<file path="src/rtl/door_pkg.sv">
// Shared types and constants for the elevator door sequencer.
//
// door_state_t : 2-bit door state encoding, as seen on the door_state output
//                (0=CLOSED, 1=OPENING, 2=OPEN, 3=CLOSING).
// REOPEN_W     : width of the reversal counter.
package door_pkg;

    typedef enum logic [1:0] {
        DOOR_CLOSED  = 2'd0,
        DOOR_OPENING = 2'd1,
        DOOR_OPEN    = 2'd2,
        DOOR_CLOSING = 2'd3
    } door_state_t;

    localparam int unsigned REOPEN_W = 4;

endpackage

</file>
<file path="src/rtl/door_tick_gen.sv">
// Free-running prescaler that produces a one-cycle tick every TICK_DIV clocks.
// The counter runs 0..TICK_DIV-1; tick_o is high while it sits at TICK_DIV-1,
// after which it wraps to 0. TICK_DIV=1 gives a tick on every cycle.
//
// Ports:
//   clk          in   system clock
//   button_reset in   asynchronous, active-high reset (counter to 0)
//   tick_o       out  single-cycle tick
module door_tick_gen #(
    parameter int unsigned TICK_DIV = 4
) (
    input  logic clk,
    input  logic button_reset,
    output logic tick_o
);

    // Keep at least one bit so TICK_DIV=1 still elaborates.
    localparam int unsigned CntW = (TICK_DIV > 1) ? $clog2(TICK_DIV) : 1;
    localparam logic [CntW-1:0] CntLast = CntW'(TICK_DIV - 1);

    logic [CntW-1:0] cnt_q, cnt_d;

    assign tick_o = (cnt_q == CntLast);

    always_comb begin
        cnt_d = tick_o ? '0 : cnt_q + CntW'(1);
    end

    always_ff @(posedge clk or posedge button_reset) begin
        if (button_reset) begin
            cnt_q <= '0;
        end else begin
            cnt_q <= cnt_d;
        end
    end

endmodule

</file>
<file path="src/rtl/door_sequencer.sv">
// Elevator door state machine: open, hold, close and reverse-on-obstruction,
// timed by a prescaled door tick.
//
// Optional feature macro: DOOR_NUDGE_EN. When defined, a closing stroke that
// starts with reopen_cnt >= MAX_REOPEN runs in nudge mode: slow (half-rate)
// closing that only weight_limit_exceeded can reverse. When undefined, nudge
// is tied low and no nudge logic exists.
//
// Ports:
//   clk                   in   system clock
//   button_reset          in   asynchronous, active-high reset
//   open_req              in   level; request open or extend hold
//   close_req             in   level; request early close
//   move_handler          in   car moving; keeps the door CLOSED
//   weight_limit_exceeded in   overload; blocks closing
//   obstruction           in   door-edge sensor
//   door_state[1:0]       out  0=CLOSED 1=OPENING 2=OPEN 3=CLOSING
//   door_closed           out  state is CLOSED
//   door_open             out  state is OPEN
//   closed_pulse          out  one cycle after CLOSING->CLOSED
//   reopen_cnt[3:0]       out  reversals since last CLOSED, saturating
//   nudge                 out  nudge mode active
module door_sequencer
    import door_pkg::*;
#(
    parameter int unsigned TICK_DIV   = 4,
    parameter int unsigned MOVE_TIME  = 3,
    parameter int unsigned HOLD_TIME  = 5,
    parameter int unsigned CNT_W      = 16,
    parameter int unsigned MAX_REOPEN = 3
) (
    input  logic                clk,
    input  logic                button_reset,
    input  logic                open_req,
    input  logic                close_req,
    input  logic                move_handler,
    input  logic                weight_limit_exceeded,
    input  logic                obstruction,
    output logic [1:0]          door_state,
    output logic                door_closed,
    output logic                door_open,
    output logic                closed_pulse,
    output logic [REOPEN_W-1:0] reopen_cnt,
    output logic                nudge
);

    // Elaboration-time parameter sanity.
    if (TICK_DIV < 1 || MOVE_TIME < 1 || HOLD_TIME < 1 ||
        MOVE_TIME > (2 ** CNT_W) || HOLD_TIME > (2 ** CNT_W) ||
        MAX_REOPEN > (2 ** REOPEN_W) - 1) begin : g_bad_param
        $error("door_sequencer: illegal parameter combination");
    end

    localparam logic [CNT_W-1:0]    MoveLast  = CNT_W'(MOVE_TIME - 1);
    localparam logic [CNT_W-1:0]    HoldLast  = CNT_W'(HOLD_TIME - 1);
    localparam logic [REOPEN_W-1:0] ReopenSat = '1;

    door_state_t          state_q, state_d;
    logic [CNT_W-1:0]     timer_q, timer_d;
    logic [REOPEN_W-1:0]  reopen_q, reopen_d;
    logic                 pulse_q, pulse_d;
    logic                 tick;
    logic                 enter_closing;
    logic                 reverse;   // CLOSING must turn round this cycle
    logic                 close_step; // CLOSING timer may advance this cycle

    door_tick_gen #(
        .TICK_DIV (TICK_DIV)
    ) u_tick_gen (
        .clk          (clk),
        .button_reset (button_reset),
        .tick_o       (tick)
    );

`ifdef DOOR_NUDGE_EN
    localparam logic [REOPEN_W-1:0] NudgeThresh = REOPEN_W'(MAX_REOPEN);

    logic nudge_q, nudge_d;
    logic phase_q, phase_d; // nudge closing advances on every second tick

    assign reverse    = nudge_q ? weight_limit_exceeded
                                : (weight_limit_exceeded || obstruction || open_req);
    assign close_step = tick && (!nudge_q || phase_q);

    always_comb begin
        nudge_d = nudge_q;
        phase_d = phase_q;
        if (enter_closing) begin
            nudge_d = (reopen_q >= NudgeThresh);
            phase_d = 1'b0;
        end else if (state_q == DOOR_CLOSING && nudge_q && tick) begin
            phase_d = ~phase_q;
        end
        if (state_d == DOOR_CLOSED) begin
            nudge_d = 1'b0;
        end
    end

    always_ff @(posedge clk or posedge button_reset) begin
        if (button_reset) begin
            nudge_q <= 1'b0;
            phase_q <= 1'b0;
        end else begin
            nudge_q <= nudge_d;
            phase_q <= phase_d;
        end
    end

    assign nudge = nudge_q;
`else
    assign reverse    = weight_limit_exceeded || obstruction || open_req;
    assign close_step = tick;
    assign nudge      = 1'b0;
`endif

    always_comb begin
        state_d       = state_q;
        timer_d       = timer_q;
        reopen_d      = reopen_q;
        pulse_d       = 1'b0;
        enter_closing = 1'b0;
        unique case (state_q)
            DOOR_CLOSED: begin
                if (open_req && !move_handler) begin
                    state_d = DOOR_OPENING;
                    timer_d = '0;
                end
            end
            DOOR_OPENING: begin
                if (tick) begin
                    if (timer_q == MoveLast) begin
                        state_d = DOOR_OPEN;
                        timer_d = '0;
                    end else begin
                        timer_d = timer_q + CNT_W'(1);
                    end
                end
            end
            DOOR_OPEN: begin
                if (weight_limit_exceeded || obstruction || open_req) begin
                    timer_d = '0;
                end else if (close_req || (tick && timer_q == HoldLast)) begin
                    state_d       = DOOR_CLOSING;
                    timer_d       = '0;
                    enter_closing = 1'b1;
                end else if (tick) begin
                    timer_d = timer_q + CNT_W'(1);
                end
            end
            DOOR_CLOSING: begin
                if (reverse) begin
                    // Reopen stroke equals the distance already closed.
                    state_d = DOOR_OPENING;
                    timer_d = MoveLast - timer_q;
                    if (reopen_q != ReopenSat) begin
                        reopen_d = reopen_q + REOPEN_W'(1);
                    end
                end else if (close_step) begin
                    if (timer_q == MoveLast) begin
                        state_d  = DOOR_CLOSED;
                        timer_d  = '0;
                        pulse_d  = 1'b1;
                        reopen_d = '0;
                    end else begin
                        timer_d = timer_q + CNT_W'(1);
                    end
                end
            end
        endcase
    end

    always_ff @(posedge clk or posedge button_reset) begin
        if (button_reset) begin
            state_q  <= DOOR_CLOSED;
            timer_q  <= '0;
            reopen_q <= '0;
            pulse_q  <= 1'b0;
        end else begin
            state_q  <= state_d;
            timer_q  <= timer_d;
            reopen_q <= reopen_d;
            pulse_q  <= pulse_d;
        end
    end

    assign door_state   = state_q;
    assign door_closed  = (state_q == DOOR_CLOSED);
    assign door_open    = (state_q == DOOR_OPEN);
    assign closed_pulse = pulse_q;
    assign reopen_cnt   = reopen_q;

endmodule

</file>
<file path="config.mk">
export PLATFORM = sky130hd
export DESIGN_NAME = door_sequencer
export DESIGN_NICKNAME = d
export VERILOG_FILES = /design/src/rtl/door_pkg.sv /design/src/rtl/door_tick_gen.sv /design/src/rtl/door_sequencer.sv
export SDC_FILE = /design/constraint.sdc
export NUM_CORES = 1
export LEC_CHECK = 0
export BUFFER_PORTS_ARGS = -buffer_cell sky130_fd_sc_hd__buf_2
export CAP_MARGIN = 20
export CORE_MARGIN = 3
export CORE_UTILIZATION = 37
export DETAILED_ROUTE_END_ITERATION = 10
export GPL_ROUTABILITY_DRIVEN = 0
export GPL_TIMING_DRIVEN = 0
export PLACE_DENSITY_LB_ADDON = 0.05
export REMOVE_ABC_BUFFERS = 1
export SYNTH_ARGS = -nofsm -noshare
export SYNTH_HDL_FRONTEND = slang
export SYNTH_SLANG_ARGS = --single-unit
</file>
<file path="constraint.sdc">
create_clock -name clk -period 3 [get_ports clk]
set_input_delay 0 -clock clk [delete_from_list [all_inputs] [get_ports clk]]
set_output_delay 0 -clock clk [all_outputs]
set_load 0.01 [all_outputs]
</file>
Word-level counts from Yosys, hierarchy flattened --
Index checks and enable logic that the tools add are counted.
Cells by class: multiplexer cells 26, add/sub/neg operators 4, reduce and logical (&&, ||, !) cells 12, equal/unequal tests 16
Operators with widths (number):
- 16-bit 2-to-1 mux | 7
- 16-bit one-hot mux with 4 select lines | 1
- 2-bit 2-to-1 mux | 9
- 16-bit by 1-bit adder with 16-bit output (second input constant) | 1
- 16-bit by 2-bit equality test with 1-bit output (second input constant) | 1
- 16-bit by 3-bit equality test with 1-bit output (second input constant) | 1
- 4-bit 2-to-1 mux | 4
- 2-bit by 16-bit subtractor with 16-bit output (first input constant) | 1
- 2-bit one-hot mux with 4 select lines | 1
- 7-bit AND reduction | 1
- 2-bit equality test (second input constant) | 3
- 2-bit by 1-bit != test with 1-bit output (second input constant) | 3
- 2-bit != test (second input constant) | 3
- 3-bit != test (second input constant) | 2
- 4-bit by 1-bit adder with 4-bit output (second input constant) | 1
- 1-bit 2-to-1 mux | 4
- 4-bit by 1-bit != test with 1-bit output (second input constant) | 1
- 4-bit != test (second input constant) | 1
- 4-bit AND reduction | 1
- 2-bit nonzero test | 2
- 1-bit logical OR | 3
- 2-bit by 1-bit adder with 2-bit output (second input constant) | 1
- 2-bit by 1-bit equality test with 1-bit output (second input constant) | 1
- 1-bit logical AND | 2
- 3 further kinds | 3
Word-level totals: output and inout bits 10, logic and storage cells 63, bits in registers 25

Depth between registers and ports, before layout --
word-level depth 6, gate-level depth with buffers 9, gate-level depth less buffers 8

Hierarchy --
A second synthesis with hierarchy kept.
Second synthesis, totals: cells, all modules 253, area, all modules 2077.0 um2
By module, submodules not included:
- door_sequencer | instances 1, area each 2006.9 um2, sequential area each 575.6 um2, cells each 248
- door_tick_gen | instances 1, area each 70.1 um2, sequential area each 50.0 um2, cells each 5

Least setup slack after synthesis --
Ideal clock, no wire load.
kind register to register, from register timer_q[0], to register timer_q[12], setup time 122 ps, path slack 681 ps, stages on the path, launching flop included 9, period minus slack after synthesis 2319 ps, data arrival time 2197 ps, path through dfrtp_1 -> inv_1 -> ha_1 -> or4b_2 -> nor4_4 -> o22a_2 -> a41oi_1 -> a211o_1 -> a32o_1
Between the ends: cells in the longest elaborated chain, start to end 6
Ends and longest elaborated chain:
- start: declaration | line door_sequencer.sv:59 | logic [CNT_W-1:0] timer_q, timer_d;
- start signal: assignment | line door_sequencer.sv:180 | timer_q <= timer_d;
- parallel branches: the longest is 6 deep, another holds 16-bit by 1-bit adder with 16-bit output
Parallel ways; which one is timed is not known. The select of a mux whose other input is x is not followed. A chain may end at the register's enable or synchronous reset.

Worst setup path in the final report --
from register state_q[0] (netlist: door_state[0]), to register timer_q[10]
Between the ends: cells in the longest elaborated chain, start to end 3
Ends and longest elaborated chain:
- start: declaration | line door_sequencer.sv:58 | door_state_t state_q, state_d;
- start signal: assignment | line door_sequencer.sv:179 | state_q <= state_d;
- 2-bit equality test or 2-bit zero test (tied branches)
- 4-bit by 1-bit != test with 1-bit output (no source line) or 2-bit by 1-bit != test with 1-bit output (tied branches)
- 2-bit AND reduction (no source line)
Parallel ways exist; a longest one is shown, timed or not.

==> results.toml <==
[job]
maxCapViolCount = 0

[worst_setup_path]
startpoint = "door_state[0]"
crit_required_ns = 3.21
path_class = "reg2reg"
arrival_ns = 2.91
cp_slowest_cell = "o22ai_1"
end_kind = "flip-flop"
critical_path.max_stage_delay_ns = 0.60
cp_max_fo = 9
critPathLaunchType = "flip-flop"
reg2reg_from = "door_state[0]"
path_cells = "ha_1 > nor4b_1 > o21ai_0 > o22ai_1 > buf_4 > nor2b_1 > nor3_1 > a21oi_1"

[place]
place_inst = 317
dpl.hpwl_mm = 3.906
place_area_um2 = 2101
numPortBuffers = 15

[global_routing]
grt_pass1_vias = 1738
grt_pass1_wl_mm = 8.949
grt-ovfl-total = 0
antenna_found_initial = 0
grt_max_degree = 26
grt_usage_pct = 18.08

[power]
power_density_nw_per_um2 = 1042
p_leak_nw = 0.8957
peakVddDrop_mv = 0.4438

[synth]
netlist_top_cells_count = "25 x dfrtp_1, 23 x o21ai_0, 22 x nand2_1"
synth_cells = 246
synth.area.top_cells = "dfrtp_1 31%, o21ai_0 5.7%, ha_1 5.6%"
async_reset_ff_share_pct = 100.0
ys_types = 57
synth_edf_count = 0
yosys.area.top_type = "dfrtp_1"
ys_seq_elements = 25
syn_area_um2 = 2003
synth_top_flop_cell = "dfrtp_1"
ys_warn_count = 0
yosysMostFrequentCell = "dfrtp_1"
synth.avg_cell_area_um2 = 8.143
ys_seq_area_share_pct = 31.23
yosysTopAreaCellShare_pct = 31.23

[route]
wl_per_cell_um = 16.86
via_per_inst = 5.833
drt_drc_violations_left = 0
drt-pass1-iter-count = 4
vias = 1884
routed_wl_mm = 5.447
ant_nets = 0
drt_iter0_drc = 85

[sta]
timing.final.hold_violations = 0
post-route-period-util_pct = 90.03
max_slew.worst_pin.slew_ns = 0.8469
setup_viol = 0
rsz0062_at_grt = "false"
period_minus_slack_ns = 2.701
setup_tns_ns = 0
timing.slew.headroom_pct = 43.11
clock_skew_ns = 0.006799
max_freq_ghz = 0.3702
drv_slew = 0

[finish]
num-fill-cells = 542
multi_input_area_um2 = 1271
nets = 270
postLayoutCoreUtil_pct = 42.04
areaGrowthSynthToFinish_pct = 8.557
area.sequential_um2 = 625.6
drive_above_1_share_pct = 12.25
design_area_um2 = 2175
instances_no_fill = 323
antennaDiodeCount = 0

[clocking]
root_buffer = "clkbuf_8"
numCtsBuffers = 3
cts.repair.resized = 0
clock-sinks = 25
hold_buffers = 1
cts_tree = "built"
post-cts-setup-buffer-count = 0
htreeDepth = 1
cts.reportedPaths.clkPinSlew_ns = 0.10
clock_latency_ns = 0.28
clock_path_buffers = 2

[floorplan]
dieArea_um2 = 6333
start_util_pct = 38.73
ios = 17
die_h_um = 79.58
die_w_um = 79.58
core_area_um2 = 5172
row_count = 26

[hold_path]
worstHoldStart = "weight_limit_exceeded"
hold_class = "in2reg"

[run_status]
status = "finished, final reports clean"
==> final timing paths <==
| kind | to | slack [ns] | depth (start not counted) |
|---|---|---|---|
| worst max-delay path | timer_q[10] | 0.30 | 8 |
| worst min-delay path | reopen_cnt[1] | 0.14 | 3 |
| worst max register to register | timer_q[10] | 0.30 | 8 |
| worst min register to register | u_tick_gen.cnt_q[0] | 0.44 | 1 |
| max in group asynchronous | door_state[1] | 2.21 | 4 |
| min in group asynchronous | timer_q[0] | 0.30 | 3 |
==> per-stage QoR <==
step                      power [mW]  hold WS (ns)  worst slack, ns
after CTS                      2.271        0.1506           0.3150
final                          2.265        0.1434           0.2990
after floorplan                1.654       0.02732           0.5820
after global routing           2.487        0.1889          0.06123
after detailed placement       2.046        0.3111           0.3340
after global placement         2.058        0.3185           0.1236
==> power by group <==
group,internal [mW],switching [mW]
logic,0.542,0.826
clock network,0.0945,0.123
registers,0.461,0.218
==> registers in the layout, indices dropped and copies added (netlist names) <==
register,flops
timer_q,16
door_state,2
closed_pulse,1
reopen_cnt,4
u_tick_gen.cnt_q,2
==> cell usage in the layout (no fill, tap or decap), types with 2 or more instances in the layout <==
master,count
a221o_1,2
nor2b_1,3
a31oi_1,4
buf_2,15
o221ai_1,2
nor4_4,2
a221oi_1,3
nand2b_1,4
a21oi_1,17
nor3_1,9
or2_2,2
nand2_1,22
a21o_1,3
nand3_1,8
o2bb2ai_1,2
or4_4,2
or3_1,6
a211o_1,2
o21ai_0,23
and3_1,7
a41oi_1,2
and2_1,3
a22oi_1,3
nor2_1,16
o211ai_1,2
nor4_1,3
xnor2_1,2
dfrtp_1,25
inv_1,9
o21ai_1,2
nand4b_1,2
ha_1,9
o31ai_1,2
nor4b_1,2
a211oi_1,2
xor2_1,2
clkbuf_8,3
nand4_1,5
==> metal layers <==
layer / up-vias / routed length, um / GRT usage [%] / part of all wire [%]
li1: 939 / - / - / -
met1: 903 / 2665 / 25.66 / 49
met2: 38 / 2490 / 28.96 / 46
met3: 4 / 253 / 2.709 / 4.6
met4: 0 / 38 / 3.780 / 0.70
met5: - / 0 / 0 / 0
==> cells by family after synthesis <==
| group | share of synthesized area, % |
|---|---|
| simple gates | 28.55 |
| compound gates | 26.30 |
| flops | 31.23 |
| buf+inv | 5.309 |
| fa+ha+maj | 5.622 |
| xor+xnor | 1.749 |
| mux | 1.062 |
| other cells | 0.1872 |
==> layout make-up <==
type                    count  share of cell area, %
clock buffers               3                  1.899
clock inverters             1                 0.3452
inverters                   9                  1.554
multi-input cells         197                  58.46
flip-flops and latches     25                  28.77
well taps                  70                  4.028
repair buffers             18                  4.948
==> critical path, delay by kind of cell (launching register included) <==
family | cells | cell delay (ns)
and+or+nand+nor | 3 | 0.63
AOI/OAI and AO/OA | 3 | 0.90
adders and majority gates | 1 | 0.36
DFF | 1 | 0.44
buffers and inverters | 1 | 0.29
(Power assumes the default switching activity.)
